## config.mk

```make
export PLATFORM = sky130hd
export DESIGN_NAME = mc_control_fsm
export DESIGN_NICKNAME = d
export VERILOG_FILES = /design/src/rtl/mc_control_fsm_pkg.sv /design/src/rtl/mc_control_fsm_alu_op_decode.sv /design/src/rtl/mc_control_fsm.sv
export SDC_FILE = /design/constraint.sdc
export NUM_CORES = 1
export LEC_CHECK = 0
export CAP_MARGIN = 0
export CORE_AREA = 3 3 54 56
export DETAILED_ROUTE_END_ITERATION = 10
export DIE_AREA = 0 0 57 59
export DONT_BUFFER_PORTS = 1
export PLACE_DENSITY = 0.47
export SLEW_MARGIN = 20
export SYNTH_ARGS = -nofsm -noshare
export SYNTH_HDL_FRONTEND = slang
export SYNTH_SLANG_ARGS = --single-unit
export TNS_END_PERCENT = 50
```

## constraint.sdc

```tcl
create_clock -name clk -period 1.6 [get_ports clk]
set_input_delay 0.16 -clock clk [delete_from_list [all_inputs] [get_ports clk]]
set_output_delay 0.16 -clock clk [all_outputs]
set_load 0.1 [all_outputs]
```

## src/rtl/mc_control_fsm_pkg.sv

```systemverilog
// Shared encodings for the multicycle CPU main controller: ALU commands,
// opcode/funct codes, datapath mux selects and the controller state set.
package mc_control_fsm_pkg;

  localparam int STATE_BITS = 4;

  localparam logic [2:0] ALU_ADD  = 3'd0;
  localparam logic [2:0] ALU_SUB  = 3'd1;
  localparam logic [2:0] ALU_XOR  = 3'd2;
  localparam logic [2:0] ALU_SLT  = 3'd3;
  localparam logic [2:0] ALU_AND  = 3'd4;
  localparam logic [2:0] ALU_NAND = 3'd5;
  localparam logic [2:0] ALU_NOR  = 3'd6;
  localparam logic [2:0] ALU_OR   = 3'd7;

  localparam logic [5:0] OP_RTYPE = 6'h00;
  localparam logic [5:0] OP_J     = 6'h02;
  localparam logic [5:0] OP_JAL   = 6'h03;
  localparam logic [5:0] OP_BEQ   = 6'h04;
  localparam logic [5:0] OP_BNE   = 6'h05;
  localparam logic [5:0] OP_ADDI  = 6'h08;
  localparam logic [5:0] OP_XORI  = 6'h0E;
  localparam logic [5:0] OP_LW    = 6'h23;
  localparam logic [5:0] OP_SW    = 6'h2B;

  localparam logic [5:0] FN_JR  = 6'h08;
  localparam logic [5:0] FN_ADD = 6'h20;
  localparam logic [5:0] FN_SUB = 6'h22;
  localparam logic [5:0] FN_SLT = 6'h2A;

  localparam logic SRC_A_PC   = 1'b0;
  localparam logic SRC_A_REGA = 1'b1;

  localparam logic [2:0] SRC_B_REGB    = 3'd0;
  localparam logic [2:0] SRC_B_CONST4  = 3'd1;
  localparam logic [2:0] SRC_B_SEXT    = 3'd2;
  localparam logic [2:0] SRC_B_SEXT_SH = 3'd3;
  localparam logic [2:0] SRC_B_ZEXT    = 3'd4;

  localparam logic IORD_PC     = 1'b0;
  localparam logic IORD_ALUOUT = 1'b1;

  localparam logic [1:0] PC_SRC_ALU    = 2'd0;
  localparam logic [1:0] PC_SRC_ALUOUT = 2'd1;
  localparam logic [1:0] PC_SRC_JUMP   = 2'd2;
  localparam logic [1:0] PC_SRC_REGA   = 2'd3;

  localparam logic [1:0] REG_DST_RT = 2'd0;
  localparam logic [1:0] REG_DST_RD = 2'd1;
  localparam logic [1:0] REG_DST_RA = 2'd2;

  localparam logic [1:0] M2R_ALUOUT = 2'd0;
  localparam logic [1:0] M2R_MDR    = 2'd1;
  localparam logic [1:0] M2R_PC     = 2'd2;

  typedef enum logic [STATE_BITS-1:0] {
    S_FETCH    = 4'd0,
    S_DECODE   = 4'd1,
    S_MEM_ADDR = 4'd2,
    S_MEM_RD   = 4'd3,
    S_WB_MEM   = 4'd4,
    S_MEM_WR   = 4'd5,
    S_EX_R     = 4'd6,
    S_WB_R     = 4'd7,
    S_EX_I     = 4'd8,
    S_WB_I     = 4'd9,
    S_BRANCH   = 4'd10,
    S_JUMP     = 4'd11,
    S_JAL      = 4'd12,
    S_JR       = 4'd13
  } state_t;

  // First state after DECODE; FETCH here means the instruction is unsupported.
  function automatic state_t decode_next(input logic [5:0] opcode, input logic [5:0] funct);
    state_t result;
    result = S_FETCH;
    case (opcode)
      OP_LW, OP_SW:     result = S_MEM_ADDR;
      OP_ADDI, OP_XORI: result = S_EX_I;
      OP_BEQ, OP_BNE:   result = S_BRANCH;
      OP_J:             result = S_JUMP;
      OP_JAL:           result = S_JAL;
      OP_RTYPE: begin
        case (funct)
          FN_ADD, FN_SUB, FN_SLT: result = S_EX_R;
          FN_JR:                  result = S_JR;
          default:                result = S_FETCH;
        endcase
      end
      default: result = S_FETCH;
    endcase
    return result;
  endfunction

endpackage

```

## src/rtl/mc_control_fsm_alu_op_decode.sv

```systemverilog
// Combinational ALU command selection from the controller state and the
// current instruction's opcode/funct fields.
module mc_control_fsm_alu_op_decode
  import mc_control_fsm_pkg::*;
(
  input  state_t     state,
  input  logic [5:0] opcode,
  input  logic [5:0] funct,
  output logic [2:0] alu_command
);

  always_comb begin
    alu_command = ALU_ADD;
    case (state)
      S_EX_R: begin
        case (funct)
          FN_SUB:  alu_command = ALU_SUB;
          FN_SLT:  alu_command = ALU_SLT;
          default: alu_command = ALU_ADD;
        endcase
      end
      S_EX_I:   alu_command = (opcode == OP_XORI) ? ALU_XOR : ALU_ADD;
      S_BRANCH: alu_command = ALU_SUB;
      default:  alu_command = ALU_ADD;
    endcase
  end

endmodule

```

## src/rtl/mc_control_fsm.sv

```systemverilog
// Multicycle CPU main controller: sequences each instruction through
// fetch/decode/execute/memory/writeback and drives ALU and datapath controls.
module mc_control_fsm
  import mc_control_fsm_pkg::*;
#(
  parameter int STATE_W = 4
) (
  input  logic               clk,
  input  logic               reset,
  input  logic [5:0]         opcode,
  input  logic [5:0]         funct,
  input  logic               alu_zero,
  output logic [2:0]         alu_command,
  output logic               alu_src_a,
  output logic [2:0]         alu_src_b,
  output logic               iord,
  output logic               ir_we,
  output logic               pc_we,
  output logic               mem_we,
  output logic               reg_we,
  output logic [1:0]         pc_src,
  output logic [1:0]         reg_dst,
  output logic [1:0]         mem_to_reg,
  output logic               illegal,
  output logic [STATE_W-1:0] state
);

  state_t     state_q;
  state_t     state_d;
  logic       is_store_q;
  logic [2:0] decoded_cmd;

  // LW/SW is captured in DECODE so MEM_ADDR can branch without re-reading the IR.
  always_ff @(posedge clk) begin
    if (reset) begin
      state_q    <= S_FETCH;
      is_store_q <= 1'b0;
    end else begin
      state_q <= state_d;
      if (state_q == S_DECODE) begin
        is_store_q <= (opcode == OP_SW);
      end
    end
  end

  always_comb begin
    state_d = state_q;
    case (state_q)
      S_FETCH:    state_d = S_DECODE;
      S_DECODE:   state_d = decode_next(opcode, funct);
      S_MEM_ADDR: state_d = is_store_q ? S_MEM_WR : S_MEM_RD;
      S_MEM_RD:   state_d = S_WB_MEM;
      S_EX_R:     state_d = S_WB_R;
      S_EX_I:     state_d = S_WB_I;
      S_WB_MEM, S_MEM_WR, S_WB_R, S_WB_I,
      S_BRANCH, S_JUMP, S_JAL, S_JR: state_d = S_FETCH;
      default:    state_d = S_FETCH;
    endcase
  end

  mc_control_fsm_alu_op_decode u_alu_op_decode (
    .state       (state_q),
    .opcode      (opcode),
    .funct       (funct),
    .alu_command (decoded_cmd)
  );

  // Reset gates every output so an abandoned instruction cannot write anything.
  always_comb begin
    alu_command = ALU_ADD;
    alu_src_a   = SRC_A_PC;
    alu_src_b   = SRC_B_REGB;
    iord        = IORD_PC;
    ir_we       = 1'b0;
    pc_we       = 1'b0;
    mem_we      = 1'b0;
    reg_we      = 1'b0;
    pc_src      = PC_SRC_ALU;
    reg_dst     = REG_DST_RT;
    mem_to_reg  = M2R_ALUOUT;
    illegal     = 1'b0;
    if (!reset) begin
      alu_command = decoded_cmd;
      case (state_q)
        S_FETCH: begin
          iord      = IORD_PC;
          ir_we     = 1'b1;
          alu_src_a = SRC_A_PC;
          alu_src_b = SRC_B_CONST4;
          pc_src    = PC_SRC_ALU;
          pc_we     = 1'b1;
        end
        S_DECODE: begin
          alu_src_a = SRC_A_PC;
          alu_src_b = SRC_B_SEXT_SH;
          illegal   = (decode_next(opcode, funct) == S_FETCH);
        end
        S_MEM_ADDR: begin
          alu_src_a = SRC_A_REGA;
          alu_src_b = SRC_B_SEXT;
        end
        S_MEM_RD: iord = IORD_ALUOUT;
        S_WB_MEM: begin
          reg_we     = 1'b1;
          reg_dst    = REG_DST_RT;
          mem_to_reg = M2R_MDR;
        end
        S_MEM_WR: begin
          iord   = IORD_ALUOUT;
          mem_we = 1'b1;
        end
        S_EX_R: begin
          alu_src_a = SRC_A_REGA;
          alu_src_b = SRC_B_REGB;
        end
        S_WB_R: begin
          reg_we     = 1'b1;
          reg_dst    = REG_DST_RD;
          mem_to_reg = M2R_ALUOUT;
        end
        S_EX_I: begin
          alu_src_a = SRC_A_REGA;
          alu_src_b = (opcode == OP_XORI) ? SRC_B_ZEXT : SRC_B_SEXT;
        end
        S_WB_I: begin
          reg_we     = 1'b1;
          reg_dst    = REG_DST_RT;
          mem_to_reg = M2R_ALUOUT;
        end
        S_BRANCH: begin
          alu_src_a = SRC_A_REGA;
          alu_src_b = SRC_B_REGB;
          pc_src    = PC_SRC_ALUOUT;
          pc_we     = (opcode == OP_BNE) ? ~alu_zero : alu_zero;
        end
        S_JUMP: begin
          pc_src = PC_SRC_JUMP;
          pc_we  = 1'b1;
        end
        // PC already holds PC+4 here, so the link value is taken straight from PC.
        S_JAL: begin
          pc_src     = PC_SRC_JUMP;
          pc_we      = 1'b1;
          reg_we     = 1'b1;
          reg_dst    = REG_DST_RA;
          mem_to_reg = M2R_PC;
        end
        S_JR: begin
          pc_src = PC_SRC_REGA;
          pc_we  = 1'b1;
        end
        default: ;
      endcase
    end
  end

  assign state = state_q;

endmodule
```

==> out/qor.yml <==
outcome:
  outcome: "finished, violations left"
  violations: "negative setup slack"
setup_path:
  max_stage_delay_ns: 0.41
  slowest_stage: "o32a_1"
  start_kind: "register"
  cp.required_ns: 1.44
  crit_chain: "nor2b_4 > nand4_1 > o32a_1 > a2111oi_4 > buf_12"
  end_kind: "output port"
  path_max_fanout: 4
  worstPathArrival_ns: 1.75
  crit_type: "register to output port"
sta:
  hold_viol: 0
  min_period_over_period_pct: 119
  timing.fmax_mhz: 524
  slew_violations: 0
  fin_worst_hold_slack_ns: 0.110
  finClkSkew_ns: 0.00149
  setup_viol: 11
  layout_min_cycle_time_ns: 1.91
  finalWorstSetupSlack_ns: -0.307
  rsz0062_at_grt: "yes"
synthesis:
  synth_top_family_by_area: "simple AND/OR/NAND/NOR gates"
  synthTopCellsByCount: "15 x nor2_1, 10 x a21oi_1, 10 x nor3_1"
  synth.most_common_cell: "nor2_1"
  synth-main-ff-cell: "dfxtp_1"
  syn-num-nets: 131
  synth_compound_area_share_pct: 27.6
  synth_fa_ha_area_share_pct: 0
  synth_enable_flop_cells: 0
  yosysTopAreaCell: "dfxtp_1"
  synth_seq_area_share_pct: 13.8
  ys_ff_latch: 5
  synth_warnings: 0
  synth-xor-area-share_pct: 1.21
  avgSynthCellArea_um2: 6.25
  syn_area_um2: 724
  syn_inst: 116
  synth.distinct_cells: 39
  synth_top_area_share_pct: 13.8
  async_flop_share_pct: 0
  muxShareOfSynthArea_pct: 0
  ys_top_cells_by_area: "dfxtp_1 14%, nor2_1 7.8%, a21oi_1 6.9%"
  synth-simple-area-share_pct: 47.0
finish:
  seqCellArea_um2: 115
  nFillCells: 209
  diodes: 0
  final_nets: 177
  drive_gt1_share_pct: 59.0
  final_cells: 191
  multi_input_area_um2: 812
  area_growth_pct: 128
clocking:
  htree_num_levels: 1
  numCtsBuffers: 3
  cts-root-buf: "clkbuf_4"
  cts_tree: "built"
  cts_buffer_depth: 2
  clock-sinks: 5
  clkLatencyLatePin_ns: 0.24
  path_clk_slew_ns: 0.04
drt:
  antenna_left: 0
  wl_per_cell_um: 13.3
  vias: 1003
  drc: 0
  firstDrtPassIters: 4
  via_per_inst: 5.25
  wl_um: 2530
  drt-initial-drc-count: 12
die:
  start_util_pct: 29.2
  ios: 38
  die_area_um2: 3360
  rows: 18
  core_um2: 2480
  die_y_um: 59
  die_w_um: 57
flow_run:
  cap_violations: 0
placed_design:
  io_buffer_count: 0
  dpl.hpwl_um: 2040
  dp.cells: 183
  place.gp.congestion: 0.825
pwr:
  peakVddDrop_uv: 415
  pwr_density_cell_nw_per_um2: 355
  total_leakage_power_nw: 0.595
hold_path:
  holdCritPathClass: "input pin to register"
global_routing:
  grt_pass1_wl_um: 4310
  grt_overflow: 0
  grt_max_degree: 17
  grt_pass1_vias: 965
  grt_use_total_pct: 15.9
  antenna_found_initial: 0
[where the power goes]
| group | internal, W | total, W | leakage (nW) | switching [W] |
|---|---|---|---|---|
| clock | 0.0000940 | 0.000142 | 0.0150 | 0.0000476 |
| combinational | 0.000125 | 0.000314 | 0.537 | 0.000188 |
| sequential | 0.000124 | 0.000130 | 0.0436 | 0.00000538 |
| total | 0.000344 | 0.000585 | 0.595 | 0.000241 |
[cell type report]
cell class	instances	share of cell area [%]
Clock buffer	4	1.59
Inverter	4	1.14
Multi-Input combinational cell	95	49.2
Sequential cell	5	6.98
Tap cell	30	2.28
Timing Repair Buffer	53	38.8
[critical path: cells and delay by family, from the launching register on]
family,cells,cell delay [ns]
AO/OA/AOI/OAI,2,0.69
buffers and inverters,1,0.22
flip-flops,1,0.34
AND/OR/NAND/NOR,2,0.25
[timing repair]
item                                    in CTS  in global routing
gates cloned                                 0                  0
hold endpoints to repair                     2                  0
pin swaps                                    4                  7
gates resized for setup                     18                  6
hold buffers                                 1                  0
buffers inserted                             1                  3
endpoints found under the setup margin      15                 17
[state kept, by name, indices dropped and copies added, names as in the netlist]
register	count
state	4
is_store_q	1
[stage by stage]
| stage | setup TNS, ns | total power, W | util [%] | worst slack [ns] | area (um^2) |
|---|---|---|---|---|---|
| 2_1_floorplan | -6.87 | 0.000358 | - | -1.00 | 976 |
| 3_3_place_gp | -0.247 | 0.000416 | 59.9 | -0.182 | 1480 |
| 3_5_place_dp | -0.287 | 0.000417 | 59.9 | -0.216 | 1480 |
| 4_1_cts | -1.37 | 0.000582 | 64.8 | -0.324 | 1610 |
| 5_1_grt | -1.95 | 0.000613 | 66.6 | -0.409 | 1650 |
| 6_report | -1.06 | 0.000585 | 66.6 | -0.307 | 1650 |
[cell usage in the layout (no fill, tap or decap), types with 2 or more instances in the layout]
master    instances
buf_12           17
nor3b_1           2
o21ai_0           4
nand3b_1          2
nor2_2            4
buf_4            28
nand2_1           5
nor3_4            5
dfxtp_4           4
inv_1             3
buf_6             7
a21oi_1           8
a31oi_1           2
nand2b_4          4
nor2b_4           3
nand4_1           2
nor2_1           10
clkbuf_4          3
nor3_1            5
nor2b_2           2
[path summary, 6_finish.rpt]
kind	cells after the start	end	start	slack, ns
worst max-delay path	5	alu_command[1]	state[2]	-0.31
worst min-delay path	3	state[3]	reset	0.11
worst max register to register	5	state[2]	state[0]	0.20
worst min register to register	2	is_store_q	is_store_q	0.51
[per-layer routing]
metal / routed length (um) / GRT usage, %
met5: 0 / 0
met4: 15 / 3.97
met3: 124 / 2.40
met2: 1400 / 30.2
met1: 990 / 18.6
[kinds of logic after synthesis]
logic type,count (synthesis)
AND/OR/NAND/NOR,62
AO/OA/AOI/OAI,31
XOR/XNOR,1
flip-flops,5
buffers and inverters,16
other,1
No activity file was read; power rests on OpenSTA's default activity.
